===== src/rtl/uart_rx_fifo_if.sv =====
// Consumer-side bus of uart_rx_fifo: FIFO pop handshake, fill level and sticky error flags.
// master = consumer logic, slave = the receiver.
interface uart_rx_fifo_if #(
    parameter int DATA_BITS  = 8,
    parameter int FIFO_DEPTH = 16
);
    logic                          rd_en;
    logic                          err_clear;
    logic [DATA_BITS-1:0]          rd_data;
    logic                          rd_valid;
    logic [$clog2(FIFO_DEPTH):0]   fifo_count;
    logic                          parity_err;
    logic                          framing_err;
    logic                          overrun_err;

    modport master (
        output rd_en, err_clear,
        input  rd_data, rd_valid, fifo_count, parity_err, framing_err, overrun_err
    );

    modport slave (
        input  rd_en, err_clear,
        output rd_data, rd_valid, fifo_count, parity_err, framing_err, overrun_err
    );
endinterface


===== src/rtl/uart_rx_fifo.sv =====
// UART receiver with configurable frame format, show-ahead receive FIFO,
// registered RTS flow control and sticky parity/framing/overrun flags.
module uart_rx_fifo #(
    parameter int CLK_HZ        = 12000000,
    parameter int BAUD          = 115200,
    parameter int DATA_BITS     = 8,
    parameter int PARITY        = 0,
    parameter int STOP_BITS     = 1,
    parameter int FIFO_DEPTH    = 16,
    parameter int RTS_THRESHOLD = 12
) (
    input  logic           clk,
    input  logic           reset_n,
    input  logic           rx,
    output logic           rts_n,
    uart_rx_fifo_if.slave  bus
);
    localparam int CLKS_PER_BIT = (CLK_HZ + BAUD / 2) / BAUD;
    localparam int TW = $clog2(CLKS_PER_BIT);
    localparam int PW = $clog2(FIFO_DEPTH);
    localparam int CW = PW + 1;
    localparam int BW = 4;
    localparam logic [TW-1:0] HALF_LOAD = TW'(CLKS_PER_BIT / 2 - 1);
    localparam logic [TW-1:0] FULL_LOAD = TW'(CLKS_PER_BIT - 1);
    localparam logic [BW-1:0] LAST_BIT  = BW'(DATA_BITS - 1);
    localparam logic          LAST_STOP = 1'(STOP_BITS - 1);

    typedef enum logic [2:0] {S_IDLE, S_START, S_DATA, S_PARITY, S_STOP, S_BREAK} state_t;

    state_t               state, state_nxt;
    logic                 rx_s1, rxs;
    logic [TW-1:0]        timer;
    logic                 tick;
    logic [BW-1:0]        bit_cnt;
    logic                 stop_cnt;
    logic [DATA_BITS-1:0] shreg;
    logic                 par_bit, par_x, par_ok;
    logic                 load_half, load_full, shift_en, par_en;
    logic                 push_req, set_pe, set_fe, set_oe;

    logic [DATA_BITS-1:0] mem [FIFO_DEPTH];
    logic [PW-1:0]        wr_ptr, rd_ptr, rd_ptr_nxt;
    logic [CW-1:0]        count, count_nxt;
    logic [DATA_BITS-1:0] rd_data_q;
    logic                 full, empty, push, pop;
    logic                 parity_err_q, framing_err_q, overrun_err_q;

    always_ff @(posedge clk or negedge reset_n) begin
        if (!reset_n) {rxs, rx_s1} <= 2'b11;
        else          {rxs, rx_s1} <= {rx_s1, rx};
    end

    assign tick  = (timer == '0);
    assign par_x = (^shreg) ^ par_bit;
    assign par_ok = (PARITY == 0) ? 1'b1 : ((PARITY == 1) ? par_x : ~par_x);

    always_ff @(posedge clk or negedge reset_n) begin
        if (!reset_n) state <= S_IDLE;
        else          state <= state_nxt;
    end

    always_comb begin
        state_nxt = state;
        load_half = 1'b0;
        load_full = 1'b0;
        shift_en  = 1'b0;
        par_en    = 1'b0;
        push_req  = 1'b0;
        set_pe    = 1'b0;
        set_fe    = 1'b0;
        case (state)
            S_IDLE: if (!rxs) begin
                load_half = 1'b1;
                state_nxt = S_START;
            end
            S_START: if (tick) begin
                if (rxs) state_nxt = S_IDLE;
                else begin
                    load_full = 1'b1;
                    state_nxt = S_DATA;
                end
            end
            S_DATA: if (tick) begin
                shift_en  = 1'b1;
                load_full = 1'b1;
                if (bit_cnt == LAST_BIT) state_nxt = (PARITY != 0) ? S_PARITY : S_STOP;
            end
            S_PARITY: if (tick) begin
                par_en    = 1'b1;
                load_full = 1'b1;
                state_nxt = S_STOP;
            end
            // A low stop sample ends the frame at once; later stop bits are not sampled.
            S_STOP: if (tick) begin
                if (!rxs) begin
                    set_fe    = 1'b1;
                    state_nxt = S_BREAK;
                end else if (stop_cnt == LAST_STOP) begin
                    state_nxt = S_IDLE;
                    if (par_ok) push_req = 1'b1;
                    else        set_pe   = 1'b1;
                end else begin
                    load_full = 1'b1;
                end
            end
            S_BREAK: if (rxs) state_nxt = S_IDLE;
            default: state_nxt = S_IDLE;
        endcase
    end

    always_ff @(posedge clk or negedge reset_n) begin
        if (!reset_n) begin
            timer    <= '0;
            bit_cnt  <= '0;
            stop_cnt <= 1'b0;
        end else begin
            if (load_half)      timer <= HALF_LOAD;
            else if (load_full) timer <= FULL_LOAD;
            else if (!tick)     timer <= timer - 1'b1;
            if (load_half)     bit_cnt <= '0;
            else if (shift_en) bit_cnt <= bit_cnt + 1'b1;
            if (load_half)                    stop_cnt <= 1'b0;
            else if (state == S_STOP && tick) stop_cnt <= ~stop_cnt;
        end
    end

    always_ff @(posedge clk) begin
        if (shift_en) shreg   <= {rxs, shreg[DATA_BITS-1:1]};
        if (par_en)   par_bit <= rxs;
    end

    // A pop in the same cycle frees the slot, so a full FIFO still accepts the frame.
    assign empty  = (count == '0);
    assign full   = (count == CW'(FIFO_DEPTH));
    assign pop    = bus.rd_en & ~empty;
    assign push   = push_req & (~full | pop);
    assign set_oe = push_req & full & ~pop;
    assign rd_ptr_nxt = pop ? rd_ptr + 1'b1 : rd_ptr;

    always_comb begin
        count_nxt = count;
        if (push && !pop)      count_nxt = count + 1'b1;
        else if (pop && !push) count_nxt = count - 1'b1;
    end

    always_ff @(posedge clk) begin
        if (push) mem[wr_ptr] <= shreg;
    end

    // rd_data is registered; a push into an empty FIFO bypasses the memory.
    always_ff @(posedge clk or negedge reset_n) begin
        if (!reset_n) begin
            wr_ptr        <= '0;
            rd_ptr        <= '0;
            count         <= '0;
            rd_data_q     <= '0;
            rts_n         <= 1'b0;
            parity_err_q  <= 1'b0;
            framing_err_q <= 1'b0;
            overrun_err_q <= 1'b0;
        end else begin
            if (push) wr_ptr <= wr_ptr + 1'b1;
            rd_ptr <= rd_ptr_nxt;
            count  <= count_nxt;
            if (count_nxt != '0)
                rd_data_q <= (push && rd_ptr_nxt == wr_ptr) ? shreg : mem[rd_ptr_nxt];
            rts_n         <= (count >= CW'(RTS_THRESHOLD));
            parity_err_q  <= set_pe | (parity_err_q  & ~bus.err_clear);
            framing_err_q <= set_fe | (framing_err_q & ~bus.err_clear);
            overrun_err_q <= set_oe | (overrun_err_q & ~bus.err_clear);
        end
    end

    assign bus.rd_data     = rd_data_q;
    assign bus.rd_valid    = ~empty;
    assign bus.fifo_count  = count;
    assign bus.parity_err  = parity_err_q;
    assign bus.framing_err = framing_err_q;
    assign bus.overrun_err = overrun_err_q;
endmodule

===== src/flat_wrapper.sv =====
// flat-port wrapper written by rule: the top's interface ports become plain ports
module uart_rx_fifo_flat 
#(
    parameter int CLK_HZ        = 12000000,
    parameter int BAUD          = 115200,
    parameter int DATA_BITS     = 8,
    parameter int PARITY        = 0,
    parameter int STOP_BITS     = 1,
    parameter int FIFO_DEPTH    = 16,
    parameter int RTS_THRESHOLD = 12
)
  (clk, reset_n, rx, rts_n, bus_rd_en, bus_err_clear, bus_rd_data, bus_rd_valid, bus_fifo_count, bus_parity_err, bus_framing_err, bus_overrun_err);
  uart_rx_fifo_if #(.DATA_BITS(DATA_BITS), .FIFO_DEPTH(FIFO_DEPTH)) bus_i ();
  input  logic clk;
  input  logic reset_n;
  input  logic rx;
  output logic rts_n;
  input wire logic [$bits(bus_i.rd_en)-1:0] bus_rd_en;
  input wire logic [$bits(bus_i.err_clear)-1:0] bus_err_clear;
  output wire logic [$bits(bus_i.rd_data)-1:0] bus_rd_data;
  output wire logic [$bits(bus_i.rd_valid)-1:0] bus_rd_valid;
  output wire logic [$bits(bus_i.fifo_count)-1:0] bus_fifo_count;
  output wire logic [$bits(bus_i.parity_err)-1:0] bus_parity_err;
  output wire logic [$bits(bus_i.framing_err)-1:0] bus_framing_err;
  output wire logic [$bits(bus_i.overrun_err)-1:0] bus_overrun_err;
  assign bus_i.rd_en = bus_rd_en;
  assign bus_i.err_clear = bus_err_clear;
  assign bus_rd_data = bus_i.rd_data;
  assign bus_rd_valid = bus_i.rd_valid;
  assign bus_fifo_count = bus_i.fifo_count;
  assign bus_parity_err = bus_i.parity_err;
  assign bus_framing_err = bus_i.framing_err;
  assign bus_overrun_err = bus_i.overrun_err;
  uart_rx_fifo #(.CLK_HZ(CLK_HZ), .BAUD(BAUD), .DATA_BITS(DATA_BITS), .PARITY(PARITY), .STOP_BITS(STOP_BITS), .FIFO_DEPTH(FIFO_DEPTH), .RTS_THRESHOLD(RTS_THRESHOLD)) u_core (.clk(clk), .reset_n(reset_n), .rx(rx), .rts_n(rts_n), .bus(bus_i));
endmodule

===== config.mk =====
export PLATFORM = sky130hd
export DESIGN_NAME = uart_rx_fifo_flat
export DESIGN_NICKNAME = d
export VERILOG_FILES = /design/src/rtl/uart_rx_fifo_if.sv /design/src/rtl/uart_rx_fifo.sv /design/src/flat_wrapper.sv
export SDC_FILE = /design/constraint.sdc
export NUM_CORES = 1
export LEC_CHECK = 0
export CORE_ASPECT_RATIO = 0.8
export CORE_MARGIN = 3
export CORE_UTILIZATION = 56
export DETAILED_ROUTE_END_ITERATION = 10
export PLACE_DENSITY = 0.76
export SLEW_MARGIN = 0
export SYNTH_ARGS = -nofsm -noshare
export SYNTH_HDL_FRONTEND = slang
export SYNTH_SLANG_ARGS = --single-unit

===== constraint.sdc =====
create_clock -name clk -period 3 [get_ports clk]
set_input_delay 0.6 -clock clk [delete_from_list [all_inputs] [get_ports clk]]
set_output_delay 0.6 -clock clk [all_outputs]
set_load 0.01 [all_outputs]

==> results of run 1 <==
## area by class of cell
class | count | share of cell area, %
sequential | 178 | 53.41
multi-input combinational | 366 | 30.85
timing repair buffer | 75 | 6.673
clock buffer | 26 | 4.982
tap | 184 | 2.393
clock inverter | 6 | 0.8455
inverter | 18 | 0.7674
timing repair inverter | 1 | 0.07804
## path summary, 6_finish.rpt
path                                          start                     to  slack (ns)  cells after the start
min                                         reset_n        u_core.state[1]        0.31                      1
max                        u_core.bus.fifo_count[0]           bus_rd_valid        0.12                      7
max reg2reg                u_core.bus.fifo_count[0]  u_core.bus.rd_data[1]        0.12                     12
max in group asynchronous                   reset_n       u_core.rd_ptr[1]        2.10                      1
min reg2reg                            u_core.rx_s1             u_core.rxs        0.36                      0
min in group clk                       u_core.rx_s1             u_core.rxs        0.36                      0
## critical path, stage by stage, from the launching register on
cell and delay [ns]:
dfrtp_1 0.41, inv_2 0.08, ha_2 0.19, nor4b_4 0.12, buf_4 0.17, inv_2 0.10
buf_4 0.22, clkdlybuf4s50_1 0.56
## registers in the layout (all words and copies together) (netlist names)
signal	cells
u_core.bit_cnt	4
u_core.bus.fifo_count	5
u_core.bus.framing_err	1
u_core.bus.overrun_err	1
u_core.bus.parity_err	1
u_core.bus.rd_data	8
u_core.mem	128
u_core.rd_ptr	4
u_core.rts_n	1
u_core.rx_s1	1
u_core.rxs	1
u_core.shreg	8
u_core.state	3
u_core.stop_cnt	1
u_core.timer	7
u_core.wr_ptr	4
## routing by layer
metal | vias to the layer above | track usage, %
met2 | 263 | 37.49
met3 | 32 | 6.388
li1 | 2446 | -
met4 | 0 | 7.161
met1 | 2760 | 36.09
met5 | - | 0
## kinds of logic after synthesis
logic type               count (synthesis)  share of synthesized area [%]
buffers and inverters                   55                          2.784
AND/OR/NAND/NOR                        160                          11.03
multiplexers                            56                          9.246
flip-flops                             178                          62.14
AO/OA/AOI/OAI                          118                          10.35
XOR/XNOR                                21                          2.784
adder cells (fa/ha/maj)                 11                          1.665
## layout by cell type (no fill, tap or decap), drive strengths merged, types with 13 or more instances in the layout
cell type      netlist  final
edfxtp             136    136
mux2                13     13
buf                 13     54
o21ai               15     15
a211oi              31     31
nand3               13     13
and2                23     23
inv                 17     16
dfrtp               40     40
clkdlybuf4s50        0     21
clkbuf              24     26
nor2                31     31
mux2i               28     28
and3                15     15
mux4                15     15
nand2               25     25
## cell usage after synthesis, types with 9 or more instances
cell type    n
nand2_1     25
mux4_2      15
xnor2_1     10
o21ai_0     14
dfrtp_1     40
mux2_2      13
o2111ai_1   11
and2_1      23
a211oi_1    31
and3_1      14
mux2i_1     28
buf_2        9
nor2_1      31
ha_1        11
nand3_1     13
clkbuf_1    23
o22ai_1     11
nor2b_1     10
inv_1       15
a31oi_1     11
edfxtp_1   136
nor3_1      11
## stage by stage
| step | hold WS, ns | cell area (µm²) | power [mW] | cells |
|---|---|---|---|---|
| 2_1_floorplan | 0.3044 | 8274 | 4.923 | 599 |
| 3_3_place_gp | 0.3460 | 8907 | 5.924 | 813 |
| 3_5_place_dp | 0.3509 | 8907 | 6.006 | 813 |
| 4_1_cts | 0.3388 | 9498 | 8.161 | 847 |
| 5_1_grt | 0.3611 | 9619 | 8.690 | 854 |
| 6_report | 0.3136 | 9619 | 8.285 | 854 |
## power breakdown
part	leakage [nW]	switching (mW)	internal (mW)
sequential	1.75	0.153	2.76
clock	0.270	0.852	1.27
combinational	1.46	1.72	1.53
## what timing repair did
| item | CTS | global route |
|---|---|---|
| cloned | 0 | 2 |
| resized for setup | 5 | 20 |
| endpoints found under the setup margin | 7 | 9 |
| pin swaps | 0 | 7 |
| buffers inserted | 2 | 5 |
==> results by group, run 1 <==
Outcome
  • Status: completed

STA
  • Setup slack after layout: 0.1198 ns
  • Slew Limit Headroom: 37.60%
  • Hold Fails Final Rpt: 0
  • Final setup TNS: 0 ns
  • Crit path time final: 2.880 ns
  • Setup violators final: 0
  • FMAX: 347.2 MHz
  • Max-slew violation count: 0
  • Period utilisation layout: 96.01%
  • Measured slew at the worst slew-check pin: 0.9360 ns
  • Clock Skew: 0.008394 ns

Route
  • TritonRoute pass-1 iters: 6
  • Residual DRC: 0
  • Routed wl met3: 1648 µm
  • WL final: 19,260 µm
  • Routed vias: 5,501
  • Highest Signal Layer: met4
  • Wl on met1: 8444 µm
  • DR WL/cell: 22.55 µm
  • Met2 WL post-DR: 8846 µm
  • DRT antenna net count: 0
  • Vias/cell: 6.441
  • DR iter-0 viols: 582

Synthesis
  • Top-area cell type share of the netlist area: 49.39%
  • Cells after synthesis: 599
  • Sequential element share of the synthesized area: 62.14%
  • Mapped Avg Cell Area: 13.80 µm²
  • Top cells by area, synth: edfxtp_1, dfrtp_1, mux4_2
  • Synthesis-stage register bit count: 178
  • Post-synth EDFFs: 136
  • Area leader, netlist: edfxtp_1
  • Yosys warnings: 0
  • Synthesized Nets: 615
  • Post-synth ARST share: 23.60%
  • Distinct cell type count after synthesis: 64
  • Ys flop type: edfxtp_1
  • Synth Cell Area: 8268 µm²

Critical path
  • Worst Path Required: 2.40 ns
  • Crit Path Class: reg2out
  • CP max FO: 12
  • CP startpoint kind: flop
  • Critical Path AT: 2.28 ns
  • Kind of end point of the critical path: output pin

Floorplan
  • Core Region: 14,350 µm²
  • Io pins: 23
  • Die X: 141.9 µm
  • Die area: 16,270 µm²
  • Initial Util: 57.63%
  • Cell Rows: 39
  • Die Height: 114.7 µm

Run
  • MaxCap Viol Count: 0

Hold path
  • Hold/Removal Path Class: in2async

Clocking
  • Clock slew at reported path FFs: 0.06 ns
  • Hold_buf cts: 0
  • Clk Latency, worst-skew pair: 0.43 ns
  • Num CTS Buffers: 17
  • Root Buffer: clkbuf_16
  • CTS H-tree depth: 4
  • CTS max path bufs: 2
  • CTS tree: done
  • CTS Sinks: 178

Power
  • Leakage power: 3.479 nW
  • Power per cell area: 861.3 nW/µm²
  • Max IR drop VDD: 0.6766 mV

Global route
  • Number of global-route vias before repair: 5,423
  • First-pass GRT wire length: 30,350 µm
  • GRT overflow: 0
  • Largest net degree at the start of global routing: 43
  • Initial antenna violation count: 0
  • GRT Total Usage: 24.82%

Cells and area
  • FF/Latch Area: 5137 µm²
  • Multi-input logic area: 2968 µm²
  • Layout cell share with drive strength beyond 1: 21.04%
  • Nets: 673
  • Fill cells: 974
  • Area grow syn2layout: 16.34%
  • Fin util: 67.05%
  • Number of diodes: 0

Placement
  • Routability cong.: 0.8857
  • Worst slack at placement: -0.1897 ns
  • Post-DP HPWL: 12,960 µm
  • I/O Buffers: 22
No activity file was read; power rests on OpenSTA's default activity.
==> inputs of run 2 (changes only) <==
==> constraint.sdc (replaced) <==
create_clock -name clk -period 2.4 [get_ports clk]
set_input_delay 0.48 -clock clk [delete_from_list [all_inputs] [get_ports clk]]
set_output_delay 0.48 -clock clk [all_outputs]
set_load 0.01 [all_outputs]
==> results by group, run 2 (synthesized netlist as in run 1, its figures left out) <==
Outcome
  • Status: finished with violations
  • Failing checks: setup timing

Floorplan
  • Die area: 16,270 µm² (unchanged)
  • Io pins: 23 (unchanged)
  • Die Height: 114.7 µm (unchanged)
  • Die X: 141.9 µm (unchanged)
  • Cell Rows: 39 (unchanged)
  • Initial Util: 57.63% (unchanged)
  • Core Region: 14,350 µm² (unchanged)

Route
  • Residual DRC: 0 (unchanged)
  • DR WL/cell: 22.61 µm (+0.25%)
  • Routed vias: 5,789 (+5.2%)
  • WL final: 20,800 µm (+8.0%)
  • Vias/cell: 6.292 (-2.3%)
  • TritonRoute pass-1 iters: 5 (-1)
  • DR iter-0 viols: 660 (+13%)
  • DRT antenna net count: 0 (unchanged)

Clocking
  • Clock slew at reported path FFs: 0.07 ns (about the same)
  • CTS max path bufs: 2 (unchanged)
  • CTS tree: done
  • Num CTS Buffers: 17 (unchanged)
  • Root Buffer: clkbuf_16
  • Hold_buf cts: 0 (unchanged)
  • CTS Sinks: 178 (unchanged)
  • CTS H-tree depth: 4 (unchanged)
  • Clk Latency, worst-skew pair: 0.44 ns (about the same)

Cells and area
  • Biggest register: u_core.mem
  • Number of flip-flops in the largest register: 128 (unchanged)
  • Number of diodes: 0 (unchanged)
  • Multi-input logic area: 3172 µm² (+6.9%)
  • Most common cell after layout, fill and taps aside: edfxtp_1
  • FF/Latch Area: 5139 µm² (about the same)
  • Layout cell share with drive strength beyond 1: 34.38% (+13 points)
  • Commonest cells after routing, fill and taps aside: edfxtp_1, buf_4, dfrtp_1, nor2_1, mux2i_1
  • Area grow syn2layout: 27.86%
  • Fill cells: 861 (-12%)
  • Nets: 739 (+9.8%)

STA
  • Slew Limit Headroom: 35.12% (-2.5 points)
  • Max-slew violation count: 0 (unchanged)
  • Crit path time final: 2.648 ns
  • Setup slack after layout: -0.2478 ns (-0.3676 ns)
  • FMAX: 377.7 MHz
  • Setup violators final: 8 (+8)
  • Hold Fails Final Rpt: 0 (unchanged)
  • Measured slew at the worst slew-check pin: 0.9732 ns (+0.03727 ns)
  • Period utilisation layout: 110.3%
  • RSZ-0062 raised after global routing: true
  • Clock Skew: 0.01714 ns (+0.008743 ns)

Critical path
  • Cell family with most CP delay: simple AND/OR/NAND/NOR gates
  • Critical-path cell list: inv_2, ha_4, nor4b_4, buf_4, buf_6, or3_4, and2_4, xnor2_4, nor4b_4, buf_4, buf_6, a211oi_1, o31ai_1
  • Worst Path Required: 2.72 ns (+0.32 ns)
  • CP max FO: 6 (-6)
  • Kind of end point of the critical path: flop
  • Crit Path Class: reg2reg
  • CP max stage cell: dfrtp_1
  • R2R Path Start: u_core.bus.fifo_count[0]
  • Slowest Stage Delay on Critical Path: 0.36 ns (-0.20 ns)
  • Critical Path AT: 2.97 ns (+0.69 ns)
  • Critical path buffers and inverters: 5 (unchanged)
  • Setup crit start: u_core.bus.fifo_count[0]
  • CP startpoint kind: flop

Power
  • Pint: 7.401 mW (+33%)
  • Max IR drop VDD: 0.7568 mV (+12%)
  • Clock share of power: 24.3% (-1.3 points)
  • Share of power burned in registers: 32.0% (-3.2 points)
  • Logic pwr share: 43.7% (+4.4 points)
  • Overall power: 11.28 mW (+36%)
  • Sw frac: 34.39% (+1.5 points)
  • Power per cell area: 1067 nW/µm² (+24%)
  • Leakage power: 3.932 nW (+13%)
  • Switching pwr: 3.880 mW (+42%)

Placement
  • Routability cong.: 0.9649 (+8.9%)
  • Post-DP HPWL: 13,680 µm (+5.5%)
  • I/O Buffers: 22 (unchanged)
  • Worst slack at placement: -0.6258 ns (-0.4361 ns)

Run
  • MaxCap Viol Count: 0 (unchanged)

Global route
  • GRT met3 Usage: 4.927% (-1.5 points)
  • Met1 GRT Util: 35.68% (-0.41 points)
  • Number of global-route vias before repair: 5,981 (+10%)
  • Met2 Usage GRT: 44.16% (+6.7 points)
  • First-pass GRT wire length: 32,310 µm (+6.4%)
  • Most used routing layer: met2
  • Largest net degree at the start of global routing: 43 (unchanged)
  • Initial antenna violation count: 0 (unchanged)
  • GRT overflow: 0 (unchanged)
  • GRT Total Usage: 26.57% (+1.8 points)

Hold path
  • Hold/Removal Path Class: in2async
## run 2: final timing paths
check                      slack, ns  cells after the start                       end
max in group asynchronous       1.53                      1  u_core.bus.fifo_count[1]
hold reg to reg                 0.36                      0                u_core.rxs
min in group clk                0.36                      0                u_core.rxs
setup / recovery               -0.25                     13     u_core.bus.rd_data[4]
hold / removal                  0.20                      1           u_core.timer[0]
setup reg to reg               -0.25                     13     u_core.bus.rd_data[4]
## run 2: through the flow
stage | hold WS [ns] | cell area (µm²) | TNS, ns | std cells | util, %
after floorplan | 0.1844 | 8310 | -1.876 | 599 | -
after global placement | 0.3464 | 9620 | -26.22 | 878 | 67.06
after detailed placement | 0.3468 | 9620 | -30.90 | 878 | 67.06
after CTS | 0.2260 | 10390 | -1.272 | 916 | 72.41
after global routing | 0.2538 | 10570 | -3.899 | 920 | 73.69
final | 0.1995 | 10570 | -1.600 | 920 | 73.69
## run 2: what timing repair did
item,CTS,global route
buffers inserted,8,5
endpoints found under the hold margin,0,0
resized for setup,41,37
pin swaps,14,12
gates cloned,0,1
endpoints found under the setup margin,9,129
## run 2: power groups by stage
stage	logic (mW)	registers (mW)	clock network [mW]
finish	4.93	3.61	2.74
global route	5.24	3.62	2.94
CTS	4.65	3.60	2.78
detailed placement	4.41	3.66	0
global placement	4.28	3.65	0
floorplan	2.51	3.70	0
## run 2: layout make-up
| class | count | share of cell area [%] |
|---|---|---|
| well taps | 184 | 2.178 |
| repair buffers | 142 | 12.92 |
| inverters | 18 | 0.6865 |
| clock buffers | 17 | 4.024 |
| multi-input cells | 366 | 30.00 |
| clock inverters | 15 | 1.574 |
| flip-flops and latches | 178 | 48.61 |
## run 2: routing by layer
metal / wire length (µm) / vias up / share of wire (%)
met4: 372 / 0 / 1.8
met5: 0 / - / 0
met2: 10450 / 247 / 50
met1: 8439 / 2920 / 41
li1: - / 2593 / -
met3: 1538 / 29 / 7.4
## run 2: worst register-to-register path, stage by stage, from the launching register on
cell	delay, ns
dfrtp_1	0.36
inv_2	0.06
ha_4	0.15
nor4b_4	0.13
buf_4	0.16
buf_6	0.12
or3_4	0.35
and2_4	0.19
xnor2_4	0.13
nor4b_4	0.30
buf_4	0.18
buf_6	0.12
a211oi_1	0.05
o31ai_1	0.25
